===== config.mk =====
export PLATFORM = sky130hd
export DESIGN_NAME = rs_relay_station
export DESIGN_NICKNAME = d
export VERILOG_FILES = /design/src/rtl/rs_relay_pkg.sv /design/src/rtl/rs_relay_fifo.sv /design/src/rtl/rs_relay_station.sv
export SDC_FILE = /design/constraint.sdc
export NUM_CORES = 1
export LEC_CHECK = 0
export ABC_AREA = 0
export CORE_MARGIN = 4
export CORE_UTILIZATION = 31
export CTS_CLUSTER_SIZE = 28
export DETAILED_ROUTE_END_ITERATION = 6
export SYNTH_ARGS = -nofsm -noshare
export SYNTH_HDL_FRONTEND = slang
export SYNTH_SLANG_ARGS = --single-unit

===== constraint.sdc =====
create_clock -name clk -period 6.4 [get_ports clk]
set_clock_uncertainty 0.1 [all_clocks]
set_input_delay 0.64 -clock clk [delete_from_list [all_inputs] [get_ports clk]]
set_output_delay 0.64 -clock clk [all_outputs]
set_load 0.01 [all_outputs]

===== src/rtl/rs_relay_pkg.sv =====
// Shared constants and elaboration helpers for the relay station and its tail buffer.
package rs_relay_pkg;

  localparam int DEFAULT_LEVEL      = 2;
  localparam int DEFAULT_FIFO_DEPTH = 8;
  localparam int MAX_LEVEL          = 8;

  function automatic int count_width(input int depth);
    return $clog2(depth + 1);
  endfunction

  // The tail buffer must absorb LEVEL words in flight plus LEVEL cycles of stale full_n.
  function automatic bit depth_ok(input int depth, input int level);
    return (level >= 0) && (level <= MAX_LEVEL) && (depth >= 2 * level + 2);
  endfunction

endpackage


===== src/rtl/rs_relay_fifo.sv =====
// First-word-fall-through tail buffer with registered count and registered full/empty flags.
module rs_relay_fifo
  import rs_relay_pkg::*;
#(
  parameter int DATA_WIDTH = 32,
  parameter int DEPTH      = DEFAULT_FIFO_DEPTH
) (
  input  logic                            clk,
  input  logic                            i_rst_n,
  input  logic                            i_push,
  input  logic [DATA_WIDTH-1:0]           i_din,
  input  logic                            i_pop,
  output logic [DATA_WIDTH-1:0]           o_dout,
  output logic                            o_empty_n,
  output logic                            o_full,
  output logic [count_width(DEPTH)-1:0]   o_count
);

  localparam int CW = count_width(DEPTH);
  localparam int AW = (DEPTH > 1) ? $clog2(DEPTH) : 1;
  localparam logic [AW-1:0] LAST_PTR   = AW'(DEPTH - 1);
  localparam logic [CW-1:0] FULL_COUNT = CW'(DEPTH);

  logic [DATA_WIDTH-1:0] r_mem [DEPTH];
  logic [AW-1:0]         r_wr_ptr;
  logic [AW-1:0]         r_rd_ptr;
  logic [CW-1:0]         r_count;
  logic [CW-1:0]         w_count_next;
  logic                  r_empty_n;
  logic                  r_full;
  logic                  w_push;
  logic                  w_pop;

  assign w_pop  = i_pop & r_empty_n;
  // A push into a full buffer is only legal when the head leaves on the same edge.
  assign w_push = i_push & (~r_full | w_pop);

  always_comb begin
    w_count_next = r_count;
    if (w_push && !w_pop) begin
      w_count_next = r_count + 1'b1;
    end else if (w_pop && !w_push) begin
      w_count_next = r_count - 1'b1;
    end
  end

  always_ff @(posedge clk or negedge i_rst_n) begin
    if (!i_rst_n) begin
      r_wr_ptr  <= '0;
      r_rd_ptr  <= '0;
      r_count   <= '0;
      r_empty_n <= 1'b0;
      r_full    <= 1'b0;
    end else begin
      if (w_push) begin
        r_wr_ptr <= (r_wr_ptr == LAST_PTR) ? '0 : r_wr_ptr + 1'b1;
      end
      if (w_pop) begin
        r_rd_ptr <= (r_rd_ptr == LAST_PTR) ? '0 : r_rd_ptr + 1'b1;
      end
      r_count   <= w_count_next;
      r_empty_n <= (w_count_next != '0);
      r_full    <= (w_count_next == FULL_COUNT);
    end
  end

  always_ff @(posedge clk) begin
    if (w_push) begin
      r_mem[r_wr_ptr] <= i_din;
    end
  end

  assign o_dout    = r_mem[r_rd_ptr];
  assign o_empty_n = r_empty_n;
  assign o_full    = r_full;
  assign o_count   = r_count;

endmodule


===== src/rtl/rs_relay_station.sv =====
// Relay station: LEVEL forward data/valid registers, LEVEL backward space registers,
// and a tail buffer sized to absorb everything issued against a stale full_n.
module rs_relay_station
  import rs_relay_pkg::*;
#(
  parameter int DATA_WIDTH = 32,
  parameter int LEVEL      = DEFAULT_LEVEL,
  parameter int FIFO_DEPTH = DEFAULT_FIFO_DEPTH
) (
  input  logic                  clk,
  input  logic                  ap_rst_n,
  input  logic [DATA_WIDTH-1:0] if_din,
  input  logic                  if_write,
  output logic                  if_full_n,
  output logic [DATA_WIDTH-1:0] if_dout,
  output logic                  if_empty_n,
  input  logic                  if_read
);

  localparam int CW = count_width(FIFO_DEPTH);
  localparam logic [CW-1:0] SPACE_LIMIT = CW'(FIFO_DEPTH - 2 * LEVEL - 2);

  generate
    if (!depth_ok(FIFO_DEPTH, LEVEL)) begin : g_param_error
      $error("rs_relay_station: need LEVEL in 0..8 and FIFO_DEPTH >= 2*LEVEL+2");
    end
  endgenerate

  logic                  w_accept;
  logic                  w_push;
  logic [DATA_WIDTH-1:0] w_push_data;
  logic [CW-1:0]         w_count;
  logic                  w_fifo_full;
  logic                  w_space_ok;

  assign w_accept   = if_write & if_full_n;
  assign w_space_ok = ~w_fifo_full & (w_count <= SPACE_LIMIT);

  generate
    if (LEVEL == 0) begin : g_fwd_direct
      assign w_push      = w_accept;
      assign w_push_data = if_din;
    end else begin : g_fwd_pipe
      logic [LEVEL-1:0]      r_fwd_valid;
      logic [DATA_WIDTH-1:0] r_fwd_data [LEVEL];

      always_ff @(posedge clk or negedge ap_rst_n) begin
        if (!ap_rst_n) begin
          r_fwd_valid <= '0;
        end else begin
          r_fwd_valid[0] <= w_accept;
          for (int i = 1; i < LEVEL; i++) begin
            r_fwd_valid[i] <= r_fwd_valid[i-1];
          end
        end
      end

      // Payload rides alongside valid; it is only meaningful where valid is set.
      always_ff @(posedge clk) begin
        r_fwd_data[0] <= if_din;
        for (int i = 1; i < LEVEL; i++) begin
          r_fwd_data[i] <= r_fwd_data[i-1];
        end
      end

      assign w_push      = r_fwd_valid[LEVEL-1];
      assign w_push_data = r_fwd_data[LEVEL-1];
    end

    if (LEVEL == 0) begin : g_bwd_direct
      // Holds full_n low until the first edge after reset release.
      logic r_alive;
      always_ff @(posedge clk or negedge ap_rst_n) begin
        if (!ap_rst_n) begin
          r_alive <= 1'b0;
        end else begin
          r_alive <= 1'b1;
        end
      end
      assign if_full_n = r_alive & w_space_ok;
    end else begin : g_bwd_pipe
      logic [LEVEL-1:0] r_space;
      always_ff @(posedge clk or negedge ap_rst_n) begin
        if (!ap_rst_n) begin
          r_space <= '0;
        end else begin
          r_space[0] <= w_space_ok;
          for (int i = 1; i < LEVEL; i++) begin
            r_space[i] <= r_space[i-1];
          end
        end
      end
      assign if_full_n = r_space[LEVEL-1];
    end
  endgenerate

  rs_relay_fifo #(
    .DATA_WIDTH (DATA_WIDTH),
    .DEPTH      (FIFO_DEPTH)
  ) u_fifo (
    .clk       (clk),
    .i_rst_n   (ap_rst_n),
    .i_push    (w_push),
    .i_din     (w_push_data),
    .i_pop     (if_read),
    .o_dout    (if_dout),
    .o_empty_n (if_empty_n),
    .o_full    (w_fifo_full),
    .o_count   (w_count)
  );

endmodule


== Word level (Yosys, flattened, before mapping) ==
Memory sizes are Yosys's and may differ from the RTL's.
Index checks and enable logic that the tools add are counted.

* Memories kept: 2
* Memory bits (read-only): 0
* Register bits: 16
* Input bits: 36
* Latch bits: 0
* Logic and storage cells: 34
* RAM bits: 320
* Output and inout port bits: 34

{| class="wikitable"
|+ Memories
! memory !! words !! width !! rd ports !! clocked after Yosys merged registers in !! write ports !! line !! text
|-
| u_fifo.r_mem || 8 || 32 || 1 || 0 || 1 || rs_relay_fifo.sv:24 || <nowiki>logic [DATA_WIDTH-1:0] r_mem [DEPTH];</nowiki>
|-
| g_fwd_pipe.r_fwd_data || 2 || 32 || 2 || 0 || 2 || rs_relay_station.sv:45 || <nowiki>logic [DATA_WIDTH-1:0] r_fwd_data [LEVEL];</nowiki>
|}

* Add/subtract/negate cells: 4
* $mul: 0
* $lt $le $gt $ge: 1
* Reductions and logical operators: 5
* Shift operators: 0
* Div/mod/pow operators: 0
* Equality and inequality tests: 3
* Bitwise operators: 6
* Mux-type cells: 6

{| class="wikitable"
|+ Operator list
! operator !! number
|-
| 2-to-1 mux 4 bit || 2
|-
| adder 3 x 1 -> 3 bit (second input constant) || 2
|-
| == test 3 bit (second input constant) || 2
|-
| 2-to-1 mux 3 bit || 2
|-
| adder 4 x 1 -> 4 bit (second input constant) || 1
|-
| AND 1 bit || 4
|-
| == test 4 bit (second input constant) || 1
|-
| <= comparator 4 x 2 -> 1 bit (second input constant) || 1
|-
| nonzero test 4 bit || 1
|-
| subtractor 4 x 1 -> 4 bit (second input constant) || 1
|-
| logical AND 1 bit || 2
|-
| zero test 1 bit || 2
|-
| 2-to-1 mux 1 bit || 2
|-
| inverter 1 bit || 1
|-
| OR 1 bit || 1
|}

== Logic depth before layout (Yosys ltp) ==
Gate-level depths: netlist of run 1.

* Depth after elaboration: 8
* Mapped depth: 7
* Depth with buffers taken out: 7

== Cells and area by module ==
From an unflattened synthesis of run 1, not the netlist that was laid out.

* Cells, all modules: 504
* Area total of the unflattened synthesis: 11654.9 µm²

{| class="wikitable"
|+ Modules (own cells, without submodules)
! module !! seq. area each (µm²) !! instances !! area each (µm²) !! cells each
|-
| rs_relay_fifo || 7987.7 || 1 || 10252.3 || 434
|-
| rs_relay_station || 1381.3 || 1 || 1402.6 || 70
|}

== Worst setup path after synthesis of run 1 ==
Ideal clock, no wire load.

* Path kind: input -> register
* From: input port if_read
* To: memory u_fifo.r_mem[0][0], enable pin
* Path buffers: 0
* Slack: 2318 ps
* Stages: 4
* Required time: 5839 ps
* Library setup time: 461 ps
* Data arrival time: 3521 ps
* Cell sequence: nand2_1 a21bo_2 or2_1 nor3_1

* Longest elaborated chain between the ends: 5

{| class="wikitable"
|+ Ends and longest elaborated chain
! what !! line !! text
|-
| start, declared || rs_relay_station.sv:17 || <nowiki>input logic if_read</nowiki>
|-
| AND 1 bit || rs_relay_fifo.sv:34 || <nowiki>assign w_pop = i_pop & r_empty_n;</nowiki>
|-
| OR 1 bit || rs_relay_fifo.sv:36 || <nowiki>assign w_push = i_push & (~r_full | w_pop);</nowiki>
|-
| AND 1 bit || rs_relay_fifo.sv:36 ||
|-
| 2-to-1 mux 1 bit || rs_relay_fifo.sv:68 || <nowiki>if (w_push) begin</nowiki>
|-
| 2-to-1 mux 1 bit (implied by the code) || rs_relay_fifo.sv:69 || <nowiki>r_mem[r_wr_ptr] <= i_din;</nowiki>
|-
| end, declared || rs_relay_fifo.sv:24 ||
|}

No other way between the ends.

== Final worst setup path of run 1 ==
* From: register u_fifo.r_rd_ptr[0]
* To: output port if_dout[31]

* Longest elaborated chain between the ends: 1

{| class="wikitable"
|+ Ends and longest elaborated chain
! what !! line !! text
|-
| start, declared || rs_relay_fifo.sv:26 || <nowiki>logic [AW-1:0] r_rd_ptr;</nowiki>
|-
| start signal, assigned || rs_relay_fifo.sv:59 || <nowiki>r_rd_ptr <= (r_rd_ptr == LAST_PTR) ? '0 : r_rd_ptr + 1'b1;</nowiki>
|-
| memory read (8 x 32 bit) || -- ||
|-
| end, declared || rs_relay_station.sv:15 || <nowiki>output logic [DATA_WIDTH-1:0] if_dout,</nowiki>
|}

No other way between the ends.

==> results of run 1 <==
==> cell type report <==
type | instances | share of cell area
repair buffers | 80 | 0.05431
well taps | 504 | 0.04429
clock inverters | 18 | 0.01371
flip-flops and latches | 336 | 0.6586
clock buffers | 44 | 0.06757
inverters | 4 | 0.001054
multi-input cells | 158 | 0.1605
==> layer usage <==
metal | GRT usage | up-vias | share of wire
li1 | - | 2293 | -
met5 | 0 | - | 0
met2 | 0.1869 | 117 | 0.51
met4 | 0.02789 | 0 | 0.019
met3 | 0.02252 | 35 | 0.042
met1 | 0.1343 | 2704 | 0.43
==> power by group through the flow <==
stage	combinational, mW	sequential (mW)	clock, mW
floorplan	1.03	2.59	0
global placement	1.35	2.84	0
detailed placement	1.37	2.86	0
CTS	1.38	2.81	2.07
global route	1.44	2.84	2.17
finish	1.35	2.80	2.01
==> kinds of logic (layout without fill, tap and decap cells) <==
group | after synthesis | count (layout) | share of synthesized area
buffers and inverters | 23 | 146 | 0.01120
multiplexers | 99 | 99 | 0.1564
AO/OA/AOI/OAI | 14 | 14 | 0.008321
XOR/XNOR | 2 | 2 | 0.001494
adder cells (fa/ha/maj) | 7 | 7 | 0.007466
AND/OR/NAND/NOR | 36 | 36 | 0.01643
flip-flops | 336 | 336 | 0.7987
==> cell usage in the layout (no fill, tap or decap), types with 6 or more instances in the layout <==
cell type	count
nor2_4	6
clkbuf_1	6
mux2_2	34
mux4_2	64
clkbuf_16	37
dfrtp_1	13
buf_4	11
ha_1	7
nand2_1	8
clkinv_1	6
dfxtp_1	64
clkdlybuf4s50_1	69
edfxtp_1	256
==> registers in the layout, indices dropped and copies added, names as in the netlist <==
name and count:
u_fifo.r_mem 256, g_fwd_pipe.r_fwd_data 64, u_fifo.o_count 4, u_fifo.r_rd_ptr 3
u_fifo.r_wr_ptr 3, g_bwd_pipe.r_space 2, g_fwd_pipe.r_fwd_valid 2, u_fifo.o_empty_n 1
u_fifo.o_full 1
==> synthesized netlist by cell type (3+ instances only) <==
cell type | number | area [µm²]
mux4_2 | 64 | 1441
buf_6 | 5 | 56.30
nor3_1 | 5 | 25.02
inv_1 | 3 | 11.26
edfxtp_1 | 256 | 7687
nand2b_1 | 4 | 25.02
clkbuf_1 | 8 | 30.03
o21ai_0 | 3 | 15.01
dfrtp_1 | 16 | 400.4
dfxtp_1 | 64 | 1281
ha_1 | 7 | 87.58
nand2_1 | 8 | 30.03
nor2_1 | 9 | 33.78
mux2_2 | 34 | 382.9
buf_2 | 6 | 30.03
==> worst min path at each step <==
stage | start | to | depth (start not counted)
3_5_place_dp | g_fwd_pipe.r_fwd_data[0][12] | g_fwd_pipe.r_fwd_data[0][44] | 0
5_1_grt | g_fwd_pipe.r_fwd_data[0][18] | g_fwd_pipe.r_fwd_data[0][50] | 0
4_1_cts | g_fwd_pipe.r_fwd_data[0][12] | g_fwd_pipe.r_fwd_data[0][44] | 0
2_1_floorplan | g_fwd_pipe.r_fwd_data[0][0] | g_fwd_pipe.r_fwd_data[0][32] | 0
6_report | g_fwd_pipe.r_fwd_data[0][12] | g_fwd_pipe.r_fwd_data[0][44] | 0
3_3_place_gp | g_fwd_pipe.r_fwd_data[0][24] | g_fwd_pipe.r_fwd_data[0][56] | 0
==> through the flow <==
stage | instance area, µm² | util
2_1_floorplan | 11730 | -
3_3_place_gp | 13080 | 0.3539
3_5_place_dp | 13080 | 0.3539
4_1_cts | 14240 | 0.3852
5_1_grt | 14240 | 0.3852
6_report | 14240 | 0.3852
==> impl_results.md, run 1 <==
- Fillers: 3355
- Drt pass-1 iters: 4
- Hold buffers post-CTS: 0
- TritonCTS clock tree: yes
- Clock power frac: 0.327
- DR WL/cell: 19.20 µm
- Postcts setup bufs: 0
- Max Transition Viols Final: 0
- Number of distinct library cells after synthesis: 36
- Crit. End Element: output port
- Number of vias per cell: 4.501
- Status: finished, final reports clean
- Synth async-reset ratio: 0.04762
- Tcrit/Tclk final: 0.6469
- Reg2Reg Depth: 5
- DIE AREA: 0.04101 mm²
- Cts repair resizes: 0
- FF+latch area: 0.009378 mm²
- Hold Fails Final Rpt: 0
- Sequential share of the synthesized area: 0.7987
- Setup-failing EPs final: 0
- CTS Buffer Depth: 3
- Combinational cell fraction of total power: 0.219
- Residual DRC: 0
- Netlist Area Pre-Place: 0.01173 mm²
- # nets final: 658
- WP data arrival: 3.40 ns
- TritonCTS Buffers: 35
- Switching portion of total power: 0.2580
- Hold slack: 0.2203 ns
- Max Cap Violations: 0
- IO Port Bufs: 69
- Final Power: 6.155 mW
- Worst Path Required: 5.66 ns
- Slew margin rel.: 0.3059
- Initial antenna violation count: 0
- Clock sink count: 336
- Global route overflow: 0
- CP top delay family: flip-flops
- Synth Register Bits: 336
- Die width: 202.5 µm
- Sequential Power Share: 0.454
- Gate Count Post-Synth: 517
- Fin crit period: 4.140 ns
- P_int: 4.567 mW
- FMAX: 241.5 MHz
- Worst setup path class: reg2out
- CTS Root Cell: clkbuf_16
- Slowest cell on the critical path: dfrtp_4
- Setup crit end: if_dout[31]
- CP Cell Sequence: buf_4 > mux4_2 > mux2_2 > clkdlybuf4s50_1
- Post-route ant nets: 0
- Setup TNS Final: 0 ns
- Share of post-route cells with drive strength above 1: 0.2719
- CP Buf/Inv Count: 2
- Clock latency on the worst-skew pair: 0.49 ns
- 1st-iter DRT viols: 230
- Most common flop cell mapped by yosys: edfxtp_1
- Critical path fanouts, max: 48
- Reg2Reg Setup Slack: 3.74 ns
- Reg2Reg Capture Point: u_fifo.r_mem[2][1]
- Largest net degree at the start of global routing: 67
- ANT cells: 0
- Syn_area_per_cell: 22.69 µm²
- EDFF count, synth: 256
- Final Non-Filler Cells: 1144
- Tightest Pin Transition: 1.041 ns
- Critical Path Source: u_fifo.r_rd_ptr[0]
- Maximum VDD drop: 180.1 µV
- Worst Setup Slack post-DPL: 2.666 ns
- HP Class: reg2reg
- Multi-input gate area: 0.002285 mm²
- DR vias: 5149
- Total GRT Usage: 0.1062
- Worst-path clk slew: 0.06 ns
- CP peak stage delay: 1.06 ns
- Rows: 70
- Synthesis Warnings: 0
- First-pass GRT wire length: 33800 µm
- WP depth: 4
- Leak pwr: 4.656 nW
- Die Height: 202.5 µm
- H-tree levels: 2
- Post-DP HPWL: 12810 µm
- R2r startpoint: u_fifo.o_empty_n
- CORE AREA: 0.03696 mm²
- Worst Setup Start Kind: register
- Worst Slack Setup Final: 2.260 ns
- Area Overhead vs Synth: 21.39%
- Io pins: 70
- Syn nets: 560
- Placed cells: 1082
- Post-Route WL: 21960 µm
- RSZ-0062 raised after global routing: no
- Sw Pwr: 1.588 mW
- Placer Congestion: 0.7359
- Initial core utilization: 0.3174
- Number of global-route vias before repair: 5708
- Pwr dens: 432.3 mW/mm²
No activity file was read; power rests on OpenSTA's default activity.
==> inputs of run 2 (changes only) <==
==> constraint.sdc (replaced) <==
create_clock -name clk -period 3.56 [get_ports clk]
set_clock_uncertainty 0.1 [all_clocks]
set_input_delay 0.356 -clock clk [delete_from_list [all_inputs] [get_ports clk]]
set_output_delay 0.356 -clock clk [all_outputs]
set_load 0.01 [all_outputs]
==> impl_results.md, run 2 (synthesis results as in run 1) <==
- CORE AREA: 0.03696 mm² (unchanged)
- Residual DRC: 0 (unchanged)
- Io pins: 70 (unchanged)
- Hold Fails Final Rpt: 0 (unchanged)
- Post-Route WL: 22130 µm (+0.75%)
- TritonCTS Buffers: 37 (+5.7%)
- Crit. End Element: output port
- GRT Max-Usage Layer: met2
- Post-route ant nets: 0 (unchanged)
- TritonCTS clock tree: yes
- Die Height: 202.5 µm (unchanged)
- Setup-failing EPs final: 0 (unchanged)
- Initial core utilization: 0.3174 (unchanged)
- CP Cell Sequence: buf_12 > mux4_2 > mux2_2 > clkdlybuf4s50_1
- Slew margin rel.: 0.4272 (+0.1213)
- DR vias: 5192 (+0.84%)
- Tcrit/Tclk final: 0.9295
- Final core utilization: 0.3904 (+0.005112)
- Rows: 70 (unchanged)
- Max Transition Viols Final: 0 (unchanged)
- Postcts setup bufs: 0 (unchanged)
- Most frequent cells in the layout: edfxtp_1 (256), clkdlybuf4s50_1 (69), mux4_2 (64), dfxtp_1 (64), clkbuf_16 (39)
- WP data arrival: 2.85 ns (-0.55 ns)
- Pwr dens: 780.8 mW/mm² (+81%)
- HP Class: in2async
- Clock sink count: 336 (unchanged)
- Max reg flops: 256 (unchanged)
- DIE AREA: 0.04101 mm² (unchanged)
- Cts repair resizes: 0 (unchanged)
- Setup TNS Final: 0 ns (unchanged)
- Max Cap Violations: 0 (unchanged)
- Worst Path Required: 3.10 ns (-2.56 ns)
- First-pass GRT wire length: 34580 µm (+2.3%)
- Placer Congestion: 0.7381 (+0.30%)
- Worst-path clk slew: 0.06 ns (about the same)
- 1st-iter DRT viols: 379 (+65%)
- Clock latency on the worst-skew pair: 0.51 ns (+0.02 ns)
- Maximum VDD drop: 333.8 µV (+85%)
- Area Overhead vs Synth: 23.00%
- Status: finished, final reports clean
- Biggest register: u_fifo.r_mem
- FMAX: 302.2 MHz
- Slowest cell on the critical path: dfrtp_4
- CP peak stage delay: 0.65 ns (-0.41 ns)
- Met3 usage: 0.02971 (+0.007187)
- H-tree levels: 2 (unchanged)
- IO Port Bufs: 69 (unchanged)
- CTS Buffer Depth: 3 (unchanged)
- # nets final: 667 (+1.4%)
- Drt pass-1 iters: 4 (unchanged)
- Tightest Pin Transition: 0.8592 ns (-0.1819 ns)
- Number of global-route vias before repair: 5822 (+2.0%)
- Largest net degree at the start of global routing: 37 (-45%)
- Hold buffers post-CTS: 0 (unchanged)
- Initial antenna violation count: 0 (unchanged)
- Post-DP HPWL: 13100 µm (+2.3%)
- Most common cell after layout, fill and taps aside: edfxtp_1
- Die width: 202.5 µm (unchanged)
- Share of post-route cells with drive strength above 1: 0.2802 (+0.008370)
- Worst Setup Start Kind: register
- Worst setup path class: reg2out
- CTS Root Cell: clkbuf_16
- Met1 Use GR: 0.1458 (+0.01146)
- DR WL/cell: 19.13 µm (-0.38%)
- Total GRT Usage: 0.1089 (+0.002706)
- Number of vias per cell: 4.487 (-0.30%)
- ANT cells: 0 (unchanged)
- Global route overflow: 0 (unchanged)
- Critical path fanouts, max: 30 (-38%)
- Fin crit period: 3.309 ns
- Grt met2 use: 0.1769 (-0.009981)
- Leak pwr: 4.738 nW (+1.8%)
- RSZ-0062 raised after global routing: no
## run 2: changes by cell type in the layout (fill, tap and decap cells not counted)
| cell | delta |
|---|---|
| inv_8 | +1 |
| inv_6 | +1 |
| clkinv_2 | +1 |
| clkbuf_1 | +5 |
| buf_12 | +6 |
| nor3_2 | -2 |
| clkinvlp_4 | -1 |
| nor3_4 | +2 |
| buf_4 | +1 |
| bufinv_16 | -1 |
| clkinv_1 | -1 |
| clkbuf_16 | +2 |
| clkbuf_8 | +1 |
| clkinv_4 | -2 |
## run 2: metrics by stage
step / total power [mW] / instances / hold WS [ns] / instance area [µm²] / setup slack (ns)
2_1_floorplan: 6.508 / 517 / -0.03959 / 11740 / 0.5089
5_1_grt: 11.82 / 1157 / 0.1623 / 14430 / 0.08829
3_3_place_gp: 7.637 / 1089 / 0.2146 / 13220 / 0.7144
6_report: 11.27 / 1157 / 0.1753 / 14430 / 0.2511
3_5_place_dp: 7.710 / 1089 / 0.2132 / 13220 / 0.6712
4_1_cts: 11.47 / 1157 / 0.1609 / 14430 / 0.1779
## run 2: worst paths after layout
check / endpoint / startpoint / depth (start not counted) / slack, ns
max in group asynchronous: u_fifo.r_rd_ptr[1] / ap_rst_n / 1 / 2.66
min: g_fwd_pipe.r_fwd_valid[0] / ap_rst_n / 1 / 0.18
min in group clk: g_fwd_pipe.r_fwd_data[0][13] / if_din[13] / 1 / 0.18
max: if_dout[22] / u_fifo.r_rd_ptr[0] / 4 / 0.25
max reg2reg: u_fifo.r_mem[4][1] / u_fifo.o_empty_n / 5 / 1.16
min reg2reg: g_fwd_pipe.r_fwd_data[0][46] / g_fwd_pipe.r_fwd_data[0][14] / 0 / 0.22
## run 2: worst max-delay path, delay by kind of cell (launching register included)
kind | cells | cell delay, ns
muxes | 2 | 0.86
buffers and inverters | 2 | 0.80
DFF | 1 | 0.65
## run 2: power by group
| group | switching, mW | leakage (nW) | total (mW) | internal, mW |
|---|---|---|---|---|
| clock network | 1.45 | 0.588 | 3.72 | 2.27 |
| registers | 0.382 | 3.04 | 4.84 | 4.46 |
| logic | 1.09 | 1.11 | 2.70 | 1.61 |
## run 2: metal layers
metal  vias to the layer above  part of all wire
met4                         0             0.023
met3                        42             0.060
met5                         -                 0
met2                       141              0.48
li1                       2310                 -
met1                      2699              0.43
## run 2: layout make-up
| type | instances | area (µm²) |
|---|---|---|
| flip-flops and latches | 336 | 9378 |
| repair buffers | 87 | 900.9 |
| clock buffers | 52 | 1045 |
| fillers | 3310 | 22530 |
| multi-input cells | 158 | 2297 |
| well taps | 504 | 630.6 |
| inverters | 4 | 15.01 |
| clock inverters | 16 | 161.4 |
